==> src/rtl/hello_world_qsys_gpio_pkg.sv <==
// Shared constants for the hello_world Qsys GPIO slave: register map and edge modes.
package hello_world_qsys_gpio_pkg;

  localparam logic [2:0] ADDR_OUT          = 3'd0;
  localparam logic [2:0] ADDR_IN           = 3'd1;
  localparam logic [2:0] ADDR_IRQ_MASK     = 3'd2;
  localparam logic [2:0] ADDR_EDGE_CAP     = 3'd3;
  localparam logic [2:0] ADDR_OUTSET       = 3'd4;
  localparam logic [2:0] ADDR_OUTCLR       = 3'd5;
  localparam logic [2:0] ADDR_BLINK_MASK   = 3'd6;
  localparam logic [2:0] ADDR_BLINK_PERIOD = 3'd7;

  localparam int EDGE_RISING  = 0;
  localparam int EDGE_FALLING = 1;
  localparam int EDGE_ANY     = 2;

  typedef struct packed {
    logic        we;
    logic [2:0]  addr;
    logic [31:0] wdata;
  } bus_req_t;

endpackage

==> src/rtl/hello_world_qsys_gpio_blink.sv <==
// Blink prescaler: free-running counter that toggles phase every period+1 clocks.
module hello_world_qsys_gpio_blink #(
  parameter int PRESCALE_W = 16
) (
  input  logic                  clk,
  input  logic                  reset_n,
  input  logic [PRESCALE_W-1:0] period,
  input  logic                  load,
  output logic                  phase
);

  logic [PRESCALE_W-1:0] cnt_q, cnt_d;
  logic                  phase_q, phase_d;

  always_comb begin
    cnt_d   = cnt_q;
    phase_d = phase_q;
    // A period reload restarts the sequence so the first toggle lands period+1 clocks later.
    if (load || period == '0) begin
      cnt_d   = '0;
      phase_d = 1'b0;
    end else if (cnt_q == period) begin
      cnt_d   = '0;
      phase_d = ~phase_q;
    end else begin
      cnt_d = cnt_q + 1'b1;
    end
  end

  always_ff @(posedge clk or negedge reset_n) begin
    if (!reset_n) begin
      cnt_q   <= '0;
      phase_q <= 1'b0;
    end else begin
      cnt_q   <= cnt_d;
      phase_q <= phase_d;
    end
  end

  assign phase = phase_q;

endmodule

==> src/rtl/hello_world_qsys_gpio.sv <==
// Avalon-MM GPIO slave: output reg with set/clear, synchronised edge-capture inputs,
// maskable level irq and per-bit hardware blink.
module hello_world_qsys_gpio #(
  parameter int          WIDTH       = 8,
  parameter logic [31:0] RESET_VALUE = 32'h0,
  parameter int          EDGE_TYPE   = 0,
  parameter int          PRESCALE_W  = 16
) (
  input  logic             clk,
  input  logic             reset_n,
  input  logic [2:0]       address,
  input  logic             chipselect,
  input  logic             write_n,
  input  logic [31:0]      writedata,
  output logic [31:0]      readdata,
  input  logic [WIDTH-1:0] in_port,
  output logic [WIDTH-1:0] out_port,
  output logic             irq
);
  import hello_world_qsys_gpio_pkg::*;

  bus_req_t req;
  logic [WIDTH-1:0] wd;
  logic             unused_wd;

  assign req.we    = chipselect & ~write_n;
  assign req.addr  = address;
  assign req.wdata = writedata;
  assign wd        = req.wdata[WIDTH-1:0];
  assign unused_wd = ^writedata;

  logic [WIDTH-1:0]      data_out_q, data_out_d;
  logic [WIDTH-1:0]      irq_mask_q, irq_mask_d;
  logic [WIDTH-1:0]      edge_cap_q, edge_cap_d;
  logic [WIDTH-1:0]      blink_mask_q, blink_mask_d;
  logic [PRESCALE_W-1:0] blink_period_q, blink_period_d;
  logic [WIDTH-1:0]      s1_q, s2_q, s3_q;
  logic [1:0]            arm_q, arm_d;
  logic                  armed;
  logic [WIDTH-1:0]      edge_det;
  logic                  blink_load;
  logic                  phase;

  assign armed = (arm_q == 2'd3);

  // Per-bit edge detect on the settled s2/s3 pair; gated until the chain has filled.
  for (genvar i = 0; i < WIDTH; i++) begin : g_edge
    logic rise, fall, hit;
    assign rise = s2_q[i] & ~s3_q[i];
    assign fall = ~s2_q[i] & s3_q[i];
    if (EDGE_TYPE == EDGE_FALLING) begin : g_fall
      assign hit = fall;
    end else if (EDGE_TYPE == EDGE_ANY) begin : g_any
      assign hit = rise | fall;
    end else begin : g_rise
      assign hit = rise;
    end
    assign edge_det[i] = hit & armed;
  end

  always_comb begin
    data_out_d     = data_out_q;
    irq_mask_d     = irq_mask_q;
    blink_mask_d   = blink_mask_q;
    blink_period_d = blink_period_q;
    edge_cap_d     = edge_cap_q;
    arm_d          = armed ? arm_q : arm_q + 2'd1;
    blink_load     = 1'b0;
    if (req.we) begin
      case (req.addr)
        ADDR_OUT:          data_out_d   = wd;
        ADDR_IRQ_MASK:     irq_mask_d   = wd;
        ADDR_EDGE_CAP:     edge_cap_d   = edge_cap_q & ~wd;
        ADDR_OUTSET:       data_out_d   = data_out_q | wd;
        ADDR_OUTCLR:       data_out_d   = data_out_q & ~wd;
        ADDR_BLINK_MASK:   blink_mask_d = wd;
        ADDR_BLINK_PERIOD: begin
          blink_period_d = req.wdata[PRESCALE_W-1:0];
          blink_load     = 1'b1;
        end
        default: ;
      endcase
    end
    // OR-ing after the clear makes a same-cycle set win over W1C.
    edge_cap_d = edge_cap_d | edge_det;
  end

  always_ff @(posedge clk or negedge reset_n) begin
    if (!reset_n) begin
      data_out_q     <= RESET_VALUE[WIDTH-1:0];
      irq_mask_q     <= '0;
      edge_cap_q     <= '0;
      blink_mask_q   <= '0;
      blink_period_q <= '0;
      s1_q           <= '0;
      s2_q           <= '0;
      s3_q           <= '0;
      arm_q          <= '0;
    end else begin
      data_out_q     <= data_out_d;
      irq_mask_q     <= irq_mask_d;
      edge_cap_q     <= edge_cap_d;
      blink_mask_q   <= blink_mask_d;
      blink_period_q <= blink_period_d;
      s1_q           <= in_port;
      s2_q           <= s1_q;
      s3_q           <= s2_q;
      arm_q          <= arm_d;
    end
  end

  hello_world_qsys_gpio_blink #(.PRESCALE_W(PRESCALE_W)) u_blink (
    .clk     (clk),
    .reset_n (reset_n),
    .period  (blink_period_q),
    .load    (blink_load),
    .phase   (phase)
  );

  assign out_port = data_out_q ^ (blink_mask_q & {WIDTH{phase}});
  assign irq      = |(edge_cap_q & irq_mask_q);

  always_comb begin
    readdata = '0;
    case (address)
      ADDR_OUT:          readdata[WIDTH-1:0]      = data_out_q;
      ADDR_IN:           readdata[WIDTH-1:0]      = s2_q;
      ADDR_IRQ_MASK:     readdata[WIDTH-1:0]      = irq_mask_q;
      ADDR_EDGE_CAP:     readdata[WIDTH-1:0]      = edge_cap_q;
      ADDR_BLINK_MASK:   readdata[WIDTH-1:0]      = blink_mask_q;
      ADDR_BLINK_PERIOD: readdata[PRESCALE_W-1:0] = blink_period_q;
      default:           readdata                 = '0;
    endcase
  end

endmodule

==> config.mk <==
export PLATFORM = sky130hd
export DESIGN_NAME = hello_world_qsys_gpio
export DESIGN_NICKNAME = d
export VERILOG_FILES = /design/src/rtl/hello_world_qsys_gpio_pkg.sv /design/src/rtl/hello_world_qsys_gpio_blink.sv /design/src/rtl/hello_world_qsys_gpio.sv
export SDC_FILE = /design/constraint.sdc
export NUM_CORES = 1
export LEC_CHECK = 0
export BUFFER_PORTS_ARGS = -buffer_cell sky130_fd_sc_hd__buf_2
export CORE_MARGIN = 2
export CORE_UTILIZATION = 25
export CTS_CLUSTER_SIZE = 24
export DETAILED_ROUTE_END_ITERATION = 6
export PLACE_DENSITY_LB_ADDON = 0.05
export RECOVER_POWER = 100
export SETUP_SLACK_MARGIN = 0.2
export SLEW_MARGIN = 20
export SYNTH_ARGS = -nofsm -noshare
export SYNTH_HDL_FRONTEND = slang
export SYNTH_SLANG_ARGS = --single-unit
==> constraint.sdc <==
create_clock -name clk -period 4.1 [get_ports clk]
set_input_delay 0.615 -clock clk [delete_from_list [all_inputs] [get_ports clk]]
set_output_delay 0.615 -clock clk [all_outputs]
set_load 0.02 [all_outputs]
; After elaboration in Yosys (flattened, before gate mapping)
; Index checks and enable logic that the tools add are counted.
[classes]
n_mux = 11
eq_ne = 9
bitwise = 35
add_sub_neg = 2
reduce_logical = 10
[ops]
columns = cell, n
row1 = $pmux 8 s6, 1
row2 = $and 8x8->8, 4
row3 = $mux 16, 2
row4 = $mux 8, 3
row5 = $pmux 8 s3, 1
row6 = $and 1x1->1, 17
row7 = $add 16x1->16 const B, 1
row8 = $eq 16x16->1, 1
row9 = $logic_not 16->1, 1
row10 = $or 8x8->8, 2
row11 = $eq 3x3->1 const B, 4
row12 = $not 1->1, 10
row13 = $not 8->8, 1
row14 = $reduce_and 2->1, 4
row15 = $reduce_or 8->1, 1
row16 = $xor 8x8->8, 1
row17 = $eq 3x2->1 const B, 2
row18 = $mux 1, 4
row19 = $eq 3x1->1 const B, 1
row20 = $logic_not 3->1, 1
row21 = $reduce_bool 3->1, 1
row22 = $add 2x1->2 const B, 1
row23 = $eq 2x2->1 const B, 1
row24 = $reduce_bool 2->1, 1
row25 = $logic_or 1x1->1, 1
[word_totals]
inputBits = 47
regBits = 91
wordCells = 78
output_inout_bits = 41

; Longest topological paths before layout
; Gate-level depths: netlist (run 1).
[depth]
ltp_word = 5
mapped_depth = 6
depth_no_buf = 5

; Cells and area by module
; Synthesis (run 1) repeated with hierarchy kept, for this count alone.
[hier_totals]
cells_unflattened = 383
hier_area_um2 = 4481.8
[by_module_without_submodules]
columns = module, cells_each, n_inst, area_each_um2, seq_area_each_um2
row1 = hello_world_qsys_gpio, 275, 1, 3443.3, 1851.8
row2 = hello_world_qsys_gpio_blink, 108, 1, 1038.5, 425.4

; Worst setup path before layout (run 1)
; OpenSTA, ideal clock, no wires.
[synth_path]
path_kind = in2out
start = input port address[0]
end = output port readdata[7]
setup_slack_ns = 1.668
arrival_time_ns = 1.817
stages = 5
cell_sequence = buf_2 -> buf_2 -> buf_2 -> mux2i_1 -> o21ai_0
[synth_via]
elab_chain_cells = 2
word_cells_on_any_way = 7
cone_classes = eq/ne: 5 / mux: 1 / reduce/logical: 1
[synth_lines]
columns = item, line_no
row1 = "start, declared", hello_world_qsys_gpio.sv:11  ; input logic [2:0] address,
row2 = "$eq 3x3->1, or another cell as far along", hello_world_qsys_gpio.sv:125  ; case (address)
row3 = $pmux 8 s6 (*), hello_world_qsys_gpio.sv:125
row4 = "end, declared", hello_world_qsys_gpio.sv:15  ; output logic [31:0] readdata,
; Every way passes the cells marked *; elsewhere a longest branch is shown, timed or not.

; Final worst setup path (run 1)
[layout_path]
start = input port address[0]
end = output port readdata[5]
; The elaborated chain is that of the path after synthesis.

==> results.md, run 1 <==
* Run status: finished, violations left
* Failing checks: capacitance limit, slew limit
* # IOs at 88
* CTS Hold Bufs at 0
* DRT Pass-1 Iters at 4
* Max-slew headroom at -34.77%
* Vias per cell at 4.532
* WP buf/inv at 2
* GRT overflow at 0
* Critical path class: in -> out
* TritonCTS clock tree: built
* Drt total wl at 11,370 um
* CTS resizes at 0
* Mapped Area at 0.004330 sq mm
* Min-Delay Path Class: reg -> reg
* Drt drc at 0
* Arrival @ worst endpoint at 2340 ps
* Max stage delay cell, worst path: buf_2
* Wire length per cell at 17.49 um
* Crit path time final at 2955 ps
* Nets at 470
* CP Max Fanout at 32
* Worst Max-Slew Pin Slew at 2022 ps
* Inserted Diodes at 0
* Worst-path clk slew at 70 ps
* Total number of vias at 2,946
* Yosys warnings at 0
* Req. time, crit path at 3480 ps
* Initial drt markers at 123
* Fin. max-slew vios at 96
* Setup_tns at 0 ps
* Critical path destination: readdata[5]
* Port buffer count at 55
* Worst skew pair latency at 340 ps
* Worst VDD drop at 0.2174 mV
* Hpwl dp at 8129 um
* Die Y at 135.6 um
* Worst Setup SP: address[0]
* Netlist cell types at 45
* DIE WIDTH at 135.6 um
* Layout area overhead at 16.64%
* All-layer global routing usage at 13.15%
* Core region area at 0.01712 sq mm
* Startpoint Class: input port
* Worst path max stage delay at 630 ps
* DRT antenna net count at 0
* Critical path capture point type: primary output
* Initial Util at 25.30%
* Fin. Hold Viols at 0
* Commonest non-fill, non-tap cells in the layout: dfrtp_1 (91), mux2_2 (37), nand2_1 (36), xnor2_1 (35), buf_2 (29)
* Critical-path cell list: buf_2 > nor2b_1 > a22oi_1 > o221ai_1 > clkbuf_1
* Worst r2r src: blink_period_q[1]
* Worst R2R Path Depth at 4
* Final period util at 72.07%
* Synth Register Bits at 91
* Num CTS Buffers at 9
* Seq/Total Area, Yosys at 52.59%
* Largest net degree at the start of global routing at 78
* Syn avg cell area at 11.83 sq um
* Peak Freq at 338.4 MHz
* Setup-failing EPs final at 0
* GPL Wtd Cong at 0.7299
* Power density over the cells at 520.8 mW/mm^2
* Crit path max-delay family: buffers and inverters
* Total setup buffers inserted after CTS at 0
* Tightest hold margin at 348.5 ps
* Commonest non-fill, non-tap cell in the layout: dfrtp_1
* RSZ-0062 raised after global routing: false
* Cells after Synth at 366
* R2R Setup Slk at 1440 ps
* Fraction of layout cells with a size suffix above 1 at 21.41%
* Root Driver: clkbuf_16
* H-tree depth at 3
* Clock buffer depth at 2
* Fillers at 1,824
* DIE AREA at 0.01839 sq mm
* CTS Sinks at 91
* RR Endpoint: u_blink.phase
* Max_cap viols at 2
* Leak pwr at 2.077 nW
* Vias in the first global route at 3,059
* FP Rows at 48
* Clk_skew at 7.678 ps
* WP depth at 5
* Sequential cell area at 0.002277 sq mm
* Area of the multi-input gates at 0.001892 sq mm
* First-pass GRT wire length at 18,100 um
* Initial antenna violation count at 0
## per-stage QoR
step | util (%) | cells | setup slack (ps) | instance area (sq um) | total power, mW
after detailed placement | 28.00 | 635 | 1109 | 4793 | 1.782
final | 29.51 | 650 | 1145 | 5051 | 2.631
after floorplan | - | 381 | 1668 | 4387 | 1.591
after global placement | 28.00 | 635 | 1135 | 4793 | 1.777
after global routing | 29.51 | 650 | 964.8 | 5051 | 2.802
after CTS | 29.85 | 650 | 1114 | 5109 | 2.708
## metal layers
| layer | vias up | routed length (um) | track usage, % |
|---|---|---|---|
| met5 | - | 0 | 0 |
| met4 | 0 | 106 | 2.951 |
| met3 | 5 | 424 | 3.816 |
| met2 | 60 | 5612 | 21.69 |
| met1 | 1478 | 5223 | 17.10 |
| li1 | 1403 | - | - |
## cells by family (layout without fill, tap and decap cells)
kind of cell             count (synthesis)  count (layout)  synth area share (%)
AND/OR/NAND/NOR                        101             101                 12.63
flip-flops                              91              91                 52.59
multiplexers                            52              52                 13.72
AO/OA/AOI/OAI                           46              46                 8.061
XOR/XNOR                                38              38                 7.686
buffers and inverters                   35              79                 4.652
adder cells (fa/ha/maj)                  2               2                0.5778
other                                    1              16               0.08660
## synthesized netlist by cell type (all sizes together)
cell | count | share of area (%)
dfrtp | 91 | 53
mux2 | 39 | 10
nand2 | 36 | 3.1
xnor2 | 35 | 7.1
buf | 24 | 3.7
nor3 | 20 | 2.3
mux2i | 11 | 2.5
o21ai | 11 | 1.3
nor4 | 9 | 1.6
a22o | 8 | 1.6
a22oi | 8 | 1.4
and3 | 8 | 1.2
nand4 | 8 | 1.3
clkbuf | 6 | 0.52
inv | 5 | 0.43
nand3 | 5 | 0.58
o2bb2ai | 5 | 1.0
o221ai | 4 | 0.81
a32o | 3 | 0.69
nor2 | 3 | 0.32
xor2 | 3 | 0.61
a211oi | 2 | 0.46
a21oi | 2 | 0.23
a221oi | 2 | 0.40
ha | 2 | 0.58
mux4 | 2 | 1.0
nand3b | 2 | 0.35
nor2b | 2 | 0.29
nor3b | 2 | 0.46
and2 | 1 | 0.14
and4 | 1 | 0.20
conb | 1 | 0.087
nand2b | 1 | 0.14
o31ai | 1 | 0.17
or2 | 1 | 0.14
or3b | 1 | 0.20
or4 | 1 | 0.26
## area by class of cell
type                    count  share of cell area (%)
well taps                 225                   5.573
repair buffers             59                   5.276
flip-flops and latches     91                   45.08
clock buffers               9                   4.459
inverters                   5                  0.3716
clock inverters             6                   1.784
multi-input cells         255                   37.45
## how the worst min path moves through the flow
| stage | start | to | cells past startpoint |
|---|---|---|---|
| global placement | s1_q[6] | s2_q[6] | 0 |
| CTS | s1_q[3] | s2_q[3] | 0 |
| global route | in_port[2] | s1_q[2] | 1 |
| detailed placement | s1_q[0] | s2_q[0] | 0 |
| floorplan | reset_n | arm_q[0] | 0 |
| finish | s1_q[0] | s2_q[0] | 0 |
## registers in the layout, indices dropped and copies added, names as in the netlist
signal / cells
u_blink.phase: 1
data_out_q: 8
s2_q: 8
blink_mask_q: 8
s1_q: 8
edge_cap_q: 8
u_blink.cnt_q: 16
arm_q: 2
blink_period_q: 16
irq_mask_q: 8
s3_q: 8
## where the power goes
group / internal (mW) / leakage, nW / switching (mW) / total, mW
clock: 0.533 / 0.152 / 0.365 / 0.898
combinational: 0.250 / 0.835 / 0.272 / 0.522
sequential: 1.04 / 1.09 / 0.173 / 1.21
No activity file was read; power rests on OpenSTA's default activity.
==> inputs of run 2 (changes only) <==
--- a/config.mk
+++ b/config.mk
@@ -5,6 +5,7 @@
 export SDC_FILE = /design/constraint.sdc
 export NUM_CORES = 1
 export LEC_CHECK = 0
+export ABC_AREA = 1
 export BUFFER_PORTS_ARGS = -buffer_cell sky130_fd_sc_hd__buf_2
 export CORE_MARGIN = 2
 export CORE_UTILIZATION = 25
==> constraint.sdc (replaced) <==
create_clock -name clk -period 3.1 [get_ports clk]
set_input_delay 0.465 -clock clk [delete_from_list [all_inputs] [get_ports clk]]
set_output_delay 0.465 -clock clk [all_outputs]
set_load 0.02 [all_outputs]
==> results.md, run 2 <==
* CTS Hold Bufs at 0
* DRT antenna net count at 0
* Crit path time final at 2506 ps
* Synth area leader: dfrtp_1
* Area after DPL at 0.004925 sq mm
* Vias in the first global route at 3,539
* Total setup buffers inserted after CTS at 0
* TritonCTS clock tree: built
* Power density over the cells at 639.5 mW/mm^2
* Clk_skew at 4.735 ps
* All-layer global routing usage at 14.46%
* Yosys warnings at 0
* Post-Layout Inst Area at 0.005124 sq mm
* Critical path class: in -> out
* Post-synth ARST share at 100.0%
* Synth Register Bits at 91
* Num CTS Buffers at 9
* CP Max Fanout at 12
* Fillers at 1,931
* FP Rows at 48
* Synth cell count leaders: nand2_1 (141), dfrtp_1 (91), inv_1 (69)
* Max stage delay cell, worst path: inv_1
* Fin. Hold Viols at 0
* Final period util at 80.83%
* Top FF cell, synth: dfrtp_1
* Leak pwr at 2.393 nW
* Port buffer count at 55
* Final setup margin at 594.4 ps
* Fin cells at 822
* Worst Min Path Start: in_port[1]
* Max-slew headroom at -61.10%
* Failing checks: capacitance limit, slew limit
* CTS Sinks at 91
* H-tree depth at 3
* Initial antenna violation count at 0
* Drt drc at 0
* Top flop regs: blink_period_q x16, u_blink.cnt_q x16
* Vias per cell at 4.332
* Worst Max-Slew Pin Slew at 2416 ps
* GRT overflow at 0
* Commonest non-fill, non-tap cell in the layout: nand2_1
* Layout area overhead at 14.93%
* Peak Freq at 399.1 MHz
* Die Y at 137.5 um
* DP Cell Count at 806
* Max_cap viols at 1
* CTS resizes at 0
* Commonest non-fill, non-tap cells in the layout: nand2_1 (144), dfrtp_1 (91), inv_1 (70), nor2_1 (67), o21ai_0 (35)
* Netlist cell types at 34
* Most area-consuming cells after synthesis: dfrtp_1 (51%), nand2_1 (12%), inv_1 (5.8%)
* First-pass GRT wire length at 20,090 um
* GPL Wtd Cong at 0.7663
* Critical-path cell list: buf_2 > nand3_2 > inv_1 > a21oi_1 > o2111ai_1 > clkbuf_1
* Drt total wl at 12,860 um
* Overall Power at 3.276 mW
* Critical path capture point type: primary output
* Wire length per cell at 15.65 um
* Worst Setup SP: address[2]
* Setup-failing EPs final at 0
* Largest net degree at the start of global routing at 53
* Min-Delay Path Class: in -> reg
* Initial drt markers at 208
* Worst path max stage delay at 370 ps
* Fin. max-slew vios at 40
* DRT Pass-1 Iters at 4
* Total number of vias at 3,561
* Setup_tns at 0 ps
* Worst-path clk slew at 60 ps
* RSZ-0062 raised after global routing: false
* Syn avg cell area at 8.348 sq um
* Sequential cell area at 0.002277 sq mm
* Nets at 641
* Inserted Diodes at 0
* Most frequent cell after synthesis: nand2_1
* Initial Util at 25.68%
* DIE WIDTH at 137.5 um
* Clock buffer depth at 2
* Startpoint Class: input port
* Worst r2r src: u_blink.cnt_q[10]
* Arrival @ worst endpoint at 2040 ps
* Number of synthesized flops with an enable pin at 0
* Mapped Area at 0.004458 sq mm
* Run status: finished, violations left
* Area of the multi-input gates at 0.001740 sq mm
* Seq/Total Area, Yosys at 51.08%
* # IOs at 88
* Core region area at 0.01736 sq mm
* Fraction of layout cells with a size suffix above 1 at 8.878%
* Root Driver: clkbuf_16
* DIE AREA at 0.01892 sq mm
* Worst VDD drop at 0.2513 mV
* Pre-CTS WS at 621.4 ps
* Cells after Synth at 534
* Tightest hold margin at 224.5 ps
* Req. time, crit path at 2630 ps
* Share of the synthesized area in the top cell type at 51.08%
* Core Util, Final at 29.52%
* Hpwl dp at 9335 um
* Worst skew pair latency at 340 ps
## run 2: critical path: cells and delay by family
family	cells	cell delay (ps)
AOI/OAI and AO/OA	2	310
buffers and inverters	3	910
and+or+nand+nor	1	340
## run 2: cell type report
type / count / area share (%)
multi-input cells: 358 / 33.97
inverters: 73 / 5.348
clock buffers: 14 / 5.153
flip-flops and latches: 91 / 44.44
well taps: 225 / 5.495
clock inverters: 2 / 0.1954
repair buffers: 59 / 5.397
## run 2: metal layers
| layer | up-vias | GRT usage (%) | wire (um) |
|---|---|---|---|
| li1 | 1770 | - | - |
| met1 | 1677 | 21.20 | 6342 |
| met2 | 95 | 20.84 | 5519 |
| met3 | 19 | 3.091 | 730 |
| met4 | 0 | 5.155 | 272 |
| met5 | - | 0 | 0 |
## run 2: kinds of logic after synthesis
family | after synthesis | synth area share (%)
flops | 91 | 51.08
mux | 3 | 0.7577
simple gates | 226 | 20.77
xor+xnor | 22 | 4.322
fa+ha+maj | 2 | 0.5612
other cells | 1 | 0.08412
buf+inv | 100 | 10.44
compound gates | 89 | 11.98
## run 2: report_power, final
| group | total [mW] | switching [mW] | internal (mW) |
|---|---|---|---|
| clock | 1.04 | 0.457 | 0.587 |
| sequential | 1.53 | 0.160 | 1.37 |
| combinational | 0.700 | 0.459 | 0.241 |
| total | 3.28 | 1.08 | 2.20 |
## run 2: final timing paths
path,to,slack [ps],depth (start not counted)
max,readdata[5],590,6
min,s1_q[1],220,1
max reg2reg,u_blink.cnt_q[0],1330,9
min reg2reg,s2_q[1],350,0
max in group asynchronous,irq_mask_q[1],870,1
min in group asynchronous,u_blink.cnt_q[2],860,1
